==> config.mk <==
export PLATFORM = sky130hd
export DESIGN_NAME = multi_tick_divider_flat
export DESIGN_NICKNAME = d
export VERILOG_FILES = /design/src/rtl/multi_tick_divider_pkg.sv /design/src/rtl/multi_tick_divider_if.sv /design/src/rtl/multi_tick_divider_tick_channel.sv /design/src/rtl/multi_tick_divider.sv /design/src/flat_wrapper.sv
export SDC_FILE = /design/constraint.sdc
export NUM_CORES = 1
export LEC_CHECK = 0
export CORE_MARGIN = 4
export CORE_UTILIZATION = 35
export DETAILED_ROUTE_END_ITERATION = 10
export PLACE_DENSITY = 0.47
export SLEW_MARGIN = 40
export SYNTH_ARGS = -nofsm -noshare
export SYNTH_HDL_FRONTEND = slang
export SYNTH_SLANG_ARGS = --single-unit
export TNS_END_PERCENT = 20
==> constraint.sdc <==
create_clock -name clk -period 4 [get_ports clk]
set_input_delay 0.4 -clock clk [delete_from_list [all_inputs] [get_ports clk]]
set_output_delay 0.4 -clock clk [all_outputs]
set_load 0.05 [all_outputs]
==> src/rtl/multi_tick_divider_pkg.sv <==
// Shared mode encodings and sizing helper for the multi-channel tick divider.
// Imported by the config interface, the channel counter and the top level.
package multi_tick_pkg;

  typedef enum logic [1:0] {
    MODE_PERIODIC = 2'b00,
    MODE_SQUARE   = 2'b01,
    MODE_ONESHOT  = 2'b10,
    MODE_RESERVED = 2'b11
  } mode_e;

  // Channel-select width; a single-channel build still needs a 1-bit select.
  function automatic int ch_w(input int n);
    return (n <= 1) ? 1 : $clog2(n);
  endfunction

endpackage

==> src/rtl/multi_tick_divider_if.sv <==
// Valid/ready configuration port of multi_tick_divider.
// The master drives a write request; the slave answers with ready and a reject pulse.
interface multi_tick_divider_if #(
  parameter int NUM_CH = 4,
  parameter int CNT_W  = 32
);
  localparam int CH_W = multi_tick_pkg::ch_w(NUM_CH);

  logic                  cfg_valid;
  logic                  cfg_ready;
  logic [CH_W-1:0]       cfg_ch;
  logic [CNT_W-1:0]      cfg_div;
  multi_tick_pkg::mode_e cfg_mode;
  logic                  cfg_err;

  modport master (
    output cfg_valid, cfg_ch, cfg_div, cfg_mode,
    input  cfg_ready, cfg_err
  );

  modport slave (
    input  cfg_valid, cfg_ch, cfg_div, cfg_mode,
    output cfg_ready, cfg_err
  );

endinterface

==> src/rtl/multi_tick_divider_tick_channel.sv <==
// One divider channel: counter, active and shadow divisor/mode, pending flag,
// one-shot arm state and registered tick/wave/busy outputs.
module tick_channel
  import multi_tick_pkg::*;
#(
  parameter int CNT_W       = 32,
  parameter int DEFAULT_DIV = 1000
) (
  input  logic             clk,
  input  logic             reset,
  input  logic             enable,
  input  logic             sync,
  input  logic             wr_en,
  input  logic [CNT_W-1:0] wr_div,
  input  mode_e            wr_mode,
  output logic             tick,
  output logic             wave,
  output logic             busy,
  output logic             pending
);

  logic [CNT_W-1:0] count_q, count_d;
  logic [CNT_W-1:0] div_q, div_d;
  logic [CNT_W-1:0] sh_div_q, sh_div_d;
  mode_e            mode_q, mode_d;
  mode_e            sh_mode_q, sh_mode_d;
  logic             pending_q, pending_d;
  logic             done_q, done_d;
  logic             tick_q, tick_d;
  logic             wave_q, wave_d;
  logic             busy_q, busy_d;
  logic             term;

  assign term = (count_q == div_q - CNT_W'(1));

  always_comb begin
    count_d   = count_q;
    div_d     = div_q;
    mode_d    = mode_q;
    sh_div_d  = sh_div_q;
    sh_mode_d = sh_mode_q;
    pending_d = pending_q;
    done_d    = done_q;
    tick_d    = 1'b0;
    wave_d    = wave_q;
    busy_d    = busy_q;

    // Not counting this edge: writes land directly and any shadow is flushed in.
    if (!enable || sync || done_q) begin
      count_d = '0;
      wave_d  = 1'b0;
      busy_d  = enable && !done_q;
      if (!enable) begin
        done_d = 1'b0;
      end
      if (pending_q) begin
        div_d     = sh_div_q;
        mode_d    = sh_mode_q;
        pending_d = 1'b0;
      end
      if (wr_en) begin
        div_d  = wr_div;
        mode_d = wr_mode;
      end
    end else begin
      busy_d  = 1'b1;
      count_d = count_q + CNT_W'(1);
      if (term) begin
        count_d = '0;
        tick_d  = 1'b1;
        if (mode_q == MODE_SQUARE) begin
          wave_d = !wave_q;
        end
        if (mode_q == MODE_ONESHOT) begin
          done_d = 1'b1;
          busy_d = 1'b0;
        end
        if (pending_q) begin
          div_d     = sh_div_q;
          mode_d    = sh_mode_q;
          pending_d = 1'b0;
          if (sh_mode_q != MODE_SQUARE) begin
            wave_d = 1'b0;
          end
        end
      end
      // A write landing on a terminal edge waits for the next period boundary.
      if (wr_en) begin
        sh_div_d  = wr_div;
        sh_mode_d = wr_mode;
        pending_d = 1'b1;
      end
    end
  end

  always_ff @(posedge clk) begin
    if (reset) begin
      count_q   <= '0;
      div_q     <= CNT_W'(DEFAULT_DIV);
      mode_q    <= MODE_PERIODIC;
      sh_div_q  <= CNT_W'(DEFAULT_DIV);
      sh_mode_q <= MODE_PERIODIC;
      pending_q <= 1'b0;
      done_q    <= 1'b0;
      tick_q    <= 1'b0;
      wave_q    <= 1'b0;
      busy_q    <= 1'b0;
    end else begin
      count_q   <= count_d;
      div_q     <= div_d;
      mode_q    <= mode_d;
      sh_div_q  <= sh_div_d;
      sh_mode_q <= sh_mode_d;
      pending_q <= pending_d;
      done_q    <= done_d;
      tick_q    <= tick_d;
      wave_q    <= wave_d;
      busy_q    <= busy_d;
    end
  end

  assign tick    = tick_q;
  assign wave    = wave_q;
  assign busy    = busy_q;
  assign pending = pending_q;

endmodule

==> src/rtl/multi_tick_divider.sv <==
// Multi-channel programmable tick generator with a valid/ready config port.
// Define MULTI_TICK_SYNC_EN to add the sync_all input that phase-aligns every enabled channel.
module multi_tick_divider
  import multi_tick_pkg::*;
#(
  parameter int NUM_CH      = 4,
  parameter int CNT_W       = 32,
  parameter int DEFAULT_DIV = 1000
) (
  input  logic                clk,
  input  logic                reset,
  input  logic [NUM_CH-1:0]   enable,
`ifdef MULTI_TICK_SYNC_EN
  input  logic                sync_all,
`endif
  multi_tick_divider_if.slave cfg,
  output logic [NUM_CH-1:0]   tick,
  output logic [NUM_CH-1:0]   wave,
  output logic [NUM_CH-1:0]   busy
);

  localparam int CH_W = ch_w(NUM_CH);

  logic [NUM_CH-1:0] pending;
  logic [NUM_CH-1:0] wr_en;
  logic              sync_int;
  logic              ready;
  logic              xfer;
  logic              ch_bad;
  logic              div_zero;
  logic              cfg_err_q, cfg_err_d;

`ifdef MULTI_TICK_SYNC_EN
  assign sync_int = sync_all;
`else
  assign sync_int = 1'b0;
`endif

  // Out-of-range selects match no channel and so stay ready, letting the reject complete.
  always_comb begin
    ready = 1'b1;
    for (int i = 0; i < NUM_CH; i++) begin
      if (cfg.cfg_ch == CH_W'(i)) begin
        ready = !pending[i];
      end
    end
  end

  assign ch_bad    = (int'(cfg.cfg_ch) >= NUM_CH);
  assign div_zero  = (cfg.cfg_div == '0);
  assign xfer      = cfg.cfg_valid && ready;
  assign cfg_err_d = xfer && (ch_bad || div_zero);

  always_comb begin
    wr_en = '0;
    for (int i = 0; i < NUM_CH; i++) begin
      wr_en[i] = xfer && !div_zero && (cfg.cfg_ch == CH_W'(i));
    end
  end

  always_ff @(posedge clk) begin
    if (reset) begin
      cfg_err_q <= 1'b0;
    end else begin
      cfg_err_q <= cfg_err_d;
    end
  end

  assign cfg.cfg_ready = ready;
  assign cfg.cfg_err   = cfg_err_q;

  for (genvar g = 0; g < NUM_CH; g++) begin : g_ch
    tick_channel #(
      .CNT_W       (CNT_W),
      .DEFAULT_DIV (DEFAULT_DIV)
    ) u_ch (
      .clk     (clk),
      .reset   (reset),
      .enable  (enable[g]),
      .sync    (sync_int),
      .wr_en   (wr_en[g]),
      .wr_div  (cfg.cfg_div),
      .wr_mode (cfg.cfg_mode),
      .tick    (tick[g]),
      .wave    (wave[g]),
      .busy    (busy[g]),
      .pending (pending[g])
    );
  end

endmodule
==> src/flat_wrapper.sv <==
// flat-port wrapper written by rule: the top's interface ports become plain ports
module multi_tick_divider_flat import multi_tick_pkg::*;
#(
  parameter int NUM_CH      = 4,
  parameter int CNT_W       = 32,
  parameter int DEFAULT_DIV = 1000
)
  (clk, reset, enable, tick, wave, busy, cfg_cfg_valid, cfg_cfg_ch, cfg_cfg_div, cfg_cfg_mode, cfg_cfg_ready, cfg_cfg_err);
  multi_tick_divider_if #(.NUM_CH(NUM_CH), .CNT_W(CNT_W)) cfg_i ();
  input  logic clk;
  input  logic reset;
  input  logic [NUM_CH-1:0] enable;
  output logic [NUM_CH-1:0] tick;
  output logic [NUM_CH-1:0] wave;
  output logic [NUM_CH-1:0] busy;
  input wire logic [$bits(cfg_i.cfg_valid)-1:0] cfg_cfg_valid;
  input wire logic [$bits(cfg_i.cfg_ch)-1:0] cfg_cfg_ch;
  input wire logic [$bits(cfg_i.cfg_div)-1:0] cfg_cfg_div;
  input wire logic [$bits(cfg_i.cfg_mode)-1:0] cfg_cfg_mode;
  output wire logic [$bits(cfg_i.cfg_ready)-1:0] cfg_cfg_ready;
  output wire logic [$bits(cfg_i.cfg_err)-1:0] cfg_cfg_err;
  assign cfg_i.cfg_valid = cfg_cfg_valid;
  assign cfg_i.cfg_ch = cfg_cfg_ch;
  assign cfg_i.cfg_div = cfg_cfg_div;
  assign cfg_i.cfg_mode = cfg_cfg_mode;
  assign cfg_cfg_ready = cfg_i.cfg_ready;
  assign cfg_cfg_err = cfg_i.cfg_err;
  multi_tick_divider #(.NUM_CH(NUM_CH), .CNT_W(CNT_W), .DEFAULT_DIV(DEFAULT_DIV)) u_core (.clk(clk), .reset(reset), .enable(enable), .cfg(cfg_i), .tick(tick), .wave(wave), .busy(busy));
endmodule
### Yosys cells after proc, flatten, opt, wreduce, memory -nomap -nowiden

Cells that the tools add are included.

| word-level totals | value |
|---|---|
| word-level logic and storage cells | 226 |
| bits in registers | 421 |
| output and inout port bits | 14 |
| bits of input ports | 43 |

| operators by class | value |
|---|---|
| bitwise gates (word level) | 4 |
| add/sub/neg operators | 8 |
| eq/ne operators | 23 |
| reductions and logical operators | 62 |
| muxes and demuxes | 88 |

Operator list:

| cell | number |
|---|---|
| 32-bit 2-to-1 mux | 16 |
| 32-bit by 1-bit adder with 32-bit output, second input constant | 4 |
| 32-bit equality test | 4 |
| 32-bit by 1-bit subtractor with 32-bit output, second input constant | 4 |
| 1-bit 2-to-1 mux | 56 |
| 32-bit logical NOT | 1 |
| 2-bit 2-to-1 mux | 16 |
| 2-bit nonzero test | 12 |
| 1-bit logical NOT | 17 |
| 2-bit equality test, second input constant | 6 |
| 3-bit AND reduction | 4 |
| 3-bit OR reduction | 4 |
| 1-bit logical AND | 11 |
| 2-bit by 1-bit equality test with 1-bit output, second input constant | 5 |
| 2-bit by 1-bit != test with 1-bit output, second input constant | 4 |
| 2-bit != test, second input constant | 4 |
| 2-bit AND reduction | 4 |
| 2-bit OR reduction | 4 |
| 1-bit logical OR | 4 |
| 1-bit inverter | 4 |
| 2-bit logical NOT | 1 |

### Depth between registers and ports, before layout

| depth | value |
|---|---|
| word-level depth | 10 |
| gate-level depth with buffers | 14 |
| depth with buffers taken out | 10 |

### Modules after synthesis

From an unflattened synthesis, not the netlist that was laid out.

| second synthesis, totals | value |
|---|---|
| cell total of the unflattened synthesis | 3072 |
| area, all modules | 24461.0 sq um |

Modules (own cells, without submodules):

| module | times used | cells an instance | area an instance (sq um) |
|---|---|---|---|
| tick_channel at u_core.g_ch[0].u_ch ... | 2 | 786 | 6043.3 |
| tick_channel at u_core.g_ch[3].u_ch | 1 | 741 | 6158.4 |
| tick_channel at u_core.g_ch[2].u_ch | 1 | 735 | 6017.0 |
| multi_tick_divider | 1 | 24 | 198.9 |

### Least setup slack after synthesis

OpenSTA, ideal clock, no wires.

| timing | value |
|---|---|
| kind | flip-flop to flip-flop |
| start | reg u_core.g_ch[3].u_ch.div_q[0] |
| end | reg u_core.g_ch[3].u_ch.div_q[3] |
| clock period less this slack | 3.373 ns |
| arrival time | 3.294 ns |
| stages on the path, launching flop included | 12 |
| path slack | 0.627 ns |
| path through | dfxtp_1 -> clkbuf_1 -> inv_1 -> ha_1 -> nor4b_1 -> nand4_1 -> xnor2_1 -> or4_1 -> a211o_1 -> a2111o_1 -> o31a_1 -> o211ai_1 |

| on the way | value |
|---|---|
| longest elaborated chain between the ends | 3 |

Ends and longest elaborated chain:

| element | line | RTL |
|---|---|---|
| start, declared | multi_tick_divider_tick_channel.sv:23 | `logic [CNT_W-1:0] div_q, div_d;` |
| start signal, assigned | multi_tick_divider_tick_channel.sv:99 | `div_q <= CNT_W'(DEFAULT_DIV);` |
| start signal, assigned | multi_tick_divider_tick_channel.sv:110 | `div_q <= div_d;` |
| 32-bit by 1-bit subtractor with 32-bit output | multi_tick_divider_tick_channel.sv:34 | `assign term = (count_q == div_q - CNT_W'(1));` |
| 32-bit equality test | multi_tick_divider_tick_channel.sv:34 |  |
| 2-bit nonzero test (no source line) | - |  |

No other way between the ends.
A chain may end at the register's enable or synchronous reset.

### Worst setup path after layout

| timing | value |
|---|---|
| start | reg u_core.g_ch[0].u_ch.div_q[0] |
| end | reg u_core.g_ch[0].u_ch.div_q[14] |

| on the way | value |
|---|---|
| longest elaborated chain between the ends | 3 |

Ends and longest elaborated chain:

| element | line |
|---|---|
| start, declared | multi_tick_divider_tick_channel.sv:23 |
| start signal, assigned | multi_tick_divider_tick_channel.sv:99 |
| start signal, assigned | multi_tick_divider_tick_channel.sv:110 |
| 32-bit by 1-bit subtractor with 32-bit output | multi_tick_divider_tick_channel.sv:34 |
| 32-bit equality test | multi_tick_divider_tick_channel.sv:34 |
| 2-bit nonzero test (no source line) | - |

No other way between the ends.

==> out/results.ini <==
[synthesis]
syn_area_um2=24600
ys_top_cells_by_area=dfxtp_1 (34%), mux2i_1 (9.2%), nand2_1 (9.1%), xnor2_1 (4.9%), xor2_1 (4.7%)
synthCells=3166
yosysMostFrequentCell=nand2_1
synth.distinct_cells=85
synth-seq-cells=421
seq_area_frac_synth_pct=34.2
yosys_warnings=0
syn_nets=3217
yosysTopAreaCell=dfxtp_1
synth_top_area_share_pct=34.2
synth_edf_count=0
synthArstFlopShare_pct=0
ys.flop_type=dfxtp_1
yosys-top-cells-count=nand2_1 (595), dfxtp_1 (421), clkbuf_1 (246), nor2_1 (245), mux2i_1 (227)
syn_avg_cell_area_um2=7.78

[clocking]
clock-sinks=421
clk_latency_ps=630
cts_tree=done
clockBufferDepth=3
cts.htree.levels=2
numCtsBuffers=52
root_buffer=clkbuf_16
cts.clk_slew.worst_paths_ps=60

[worst_setup_path]
critPathTopFamily=simple AND/OR/NAND/NOR gates
crit_buf_inv=2
criticalPathCategory=flip-flop to flip-flop
slowest_delay_ps=670
cp-start-kind=flip-flop
cpMaxStageDelayCell=a21oi_4
end_kind=flip-flop
required_ps=4550
crit_arrival_ps=4290
crit_fanout=16
path_cells=inv_1, ha_1, or4b_1, or4_1, o21ai_0, a31oi_1, a21o_1, and4bb_2, a21oi_4, buf_4, mux2i_1

[timing]
holdWs_ps=259
tightest_slew_ps=860
post-route-period-util_pct=93.6
skew_ps=30.4
layout_min_cycle_time_ps=3740
setup_slack_ps=257
max_freq_ghz=0.267
setup-tns-final_ps=0
slew_viol_final=0
hold_viol=0
rsz0062_at_grt=no
maxSlewHeadroom_pct=42.5
setup_viol=0

[global_routing]
grt_pass1_wl_um=129000
grt_overflow_total=0
grt_max_degree=132
use_met2_pct=35.5
grtUsageMet1_pct=29.2
antenna_found_initial=2
grt_pass1_vias=21600
gr-usage-all-layers_pct=21.5
top_usage_layer=met2
use_met3_pct=3.07

[power]
p_per_area_nw_per_um2=367
power.total_mw=10.4
leakage_nw=10.4
irDropWorstVdd_mv=0.289

[final_layout]
fin_nets=3181
postLayoutCoreUtil_pct=40.4
fin_area_um2=28300
final_cells=4109
final_layout_size_suffix_gt1_share_pct=8.14
syn2layout_area_growth_pct=14.8
diodes=0

[die]
design.die.area_um2=74700
die_h_um=273
fp.coreArea_um2=69900
rows=97
fp.dieW_um=273
ios=57
start_util_pct=35.2

[run_status]
outcome=completed

[route]
postRouteAntennaNets=0
vias_per_cell=5.50
drt_first_pass_iters=6
dr_total_vias=22600
routed_wl_um=82200
drcViolationCount=0
drt_iter0_drc=1665
wire_per_inst_um=20.0

[run]
max_cap_violations=0

[min_path]
hold_path.class=primary input to flip-flop

[placed_design]
hpwl_um=55700
postPlaceCellArea_um2=26500
port_buffers=56
pre_cts_ws_ps=252
place_congestion=0.864
dp_cells=4015

## final timing paths
kind,end,start,slack [ps],depth (start not counted)
worst max-delay path,u_core.g_ch[0].u_ch.div_q[14],u_core.g_ch[0].u_ch.div_q[0],260,11
worst min-delay path,u_core.g_ch[0].u_ch.sh_div_q[29],reset,260,2
worst max register to register,u_core.g_ch[0].u_ch.div_q[14],u_core.g_ch[0].u_ch.div_q[0],260,11
worst min register to register,u_core.g_ch[2].u_ch.sh_div_q[31],u_core.g_ch[2].u_ch.sh_div_q[31],450,2
## where the power goes
| part | internal, mW | total (mW) | leakage [nW] | switching [mW] |
|---|---|---|---|---|
| Sequential | 4.27 | 4.36 | 3.41 | 0.0866 |
| Clock | 3.02 | 5.00 | 0.876 | 1.97 |
| Combinational | 0.363 | 1.01 | 6.07 | 0.644 |
| Total | 7.66 | 10.4 | 10.4 | 2.70 |
## per-layer routing
layer	vias to the layer above	routed length [µm]
met1	11000	38600
met2	432	38000
met3	109	3440
met5	-	13
met4	2	2120
li1	11000	-
## cell usage in the layout, fill, tap and decap left out, types with 58 or more instances in the layout
| master | synthesis | layout |
|---|---|---|
| nor4_1 | 58 | 58 |
| nor2_1 | 245 | 244 |
| nor3_1 | 92 | 92 |
| nand2_1 | 595 | 595 |
| mux2i_1 | 227 | 227 |
| xor2_1 | 132 | 132 |
| and3_1 | 91 | 91 |
| buf_4 | 16 | 125 |
| nand3_1 | 92 | 92 |
| dfxtp_1 | 421 | 417 |
| o211ai_1 | 123 | 123 |
| a21oi_1 | 189 | 189 |
| xnor2_1 | 137 | 137 |
## registers in the layout (all words and copies together) (netlist names)
| signal | count |
|---|---|
| u_core.g_ch.u_ch.done_q | 4 |
| u_core.g_ch.u_ch.div_q | 128 |
| u_core.g_ch.u_ch.count_q | 128 |
| u_core.cfg.cfg_err | 1 |
| u_core.g_ch.u_ch.tick | 4 |
| u_core.g_ch.u_ch.sh_mode_q | 8 |
| u_core.g_ch.u_ch.sh_div_q | 128 |
| u_core.g_ch.u_ch.busy | 4 |
| u_core.g_ch.u_ch.pending | 4 |
| u_core.g_ch.u_ch.mode_q | 8 |
| u_core.g_ch.u_ch.wave | 4 |
## area by class of cell
type,count,area [µm²]
fillers,7142,41600
multi-input cells,2411,14900
flip-flops and latches,421,8430
repair buffers,198,1840
clock buffers,77,1530
well taps,940,1180
clock inverters,16,265
inverters,46,180
## cells by family (layout without fill, tap and decap cells)
logic type	after synthesis	count (layout)	synth area share, %
AO/OA/AOI/OAI	530	530	14.4
adder cells (fa/ha/maj)	8	8	0.406
multiplexers	229	229	9.36
flip-flops	421	421	34.2
AND/OR/NAND/NOR	1374	1374	26.3
XOR/XNOR	270	270	9.65
buffers and inverters	334	337	5.69
## what timing repair did
item | 4_1_cts | 5_1_grt
buffers inserted | 0 | 1
endpoints found under the setup margin | 0 | 34
gates resized for setup | 0 | 1
hold buffers | 0 | 0
(Power assumes the default switching activity.)
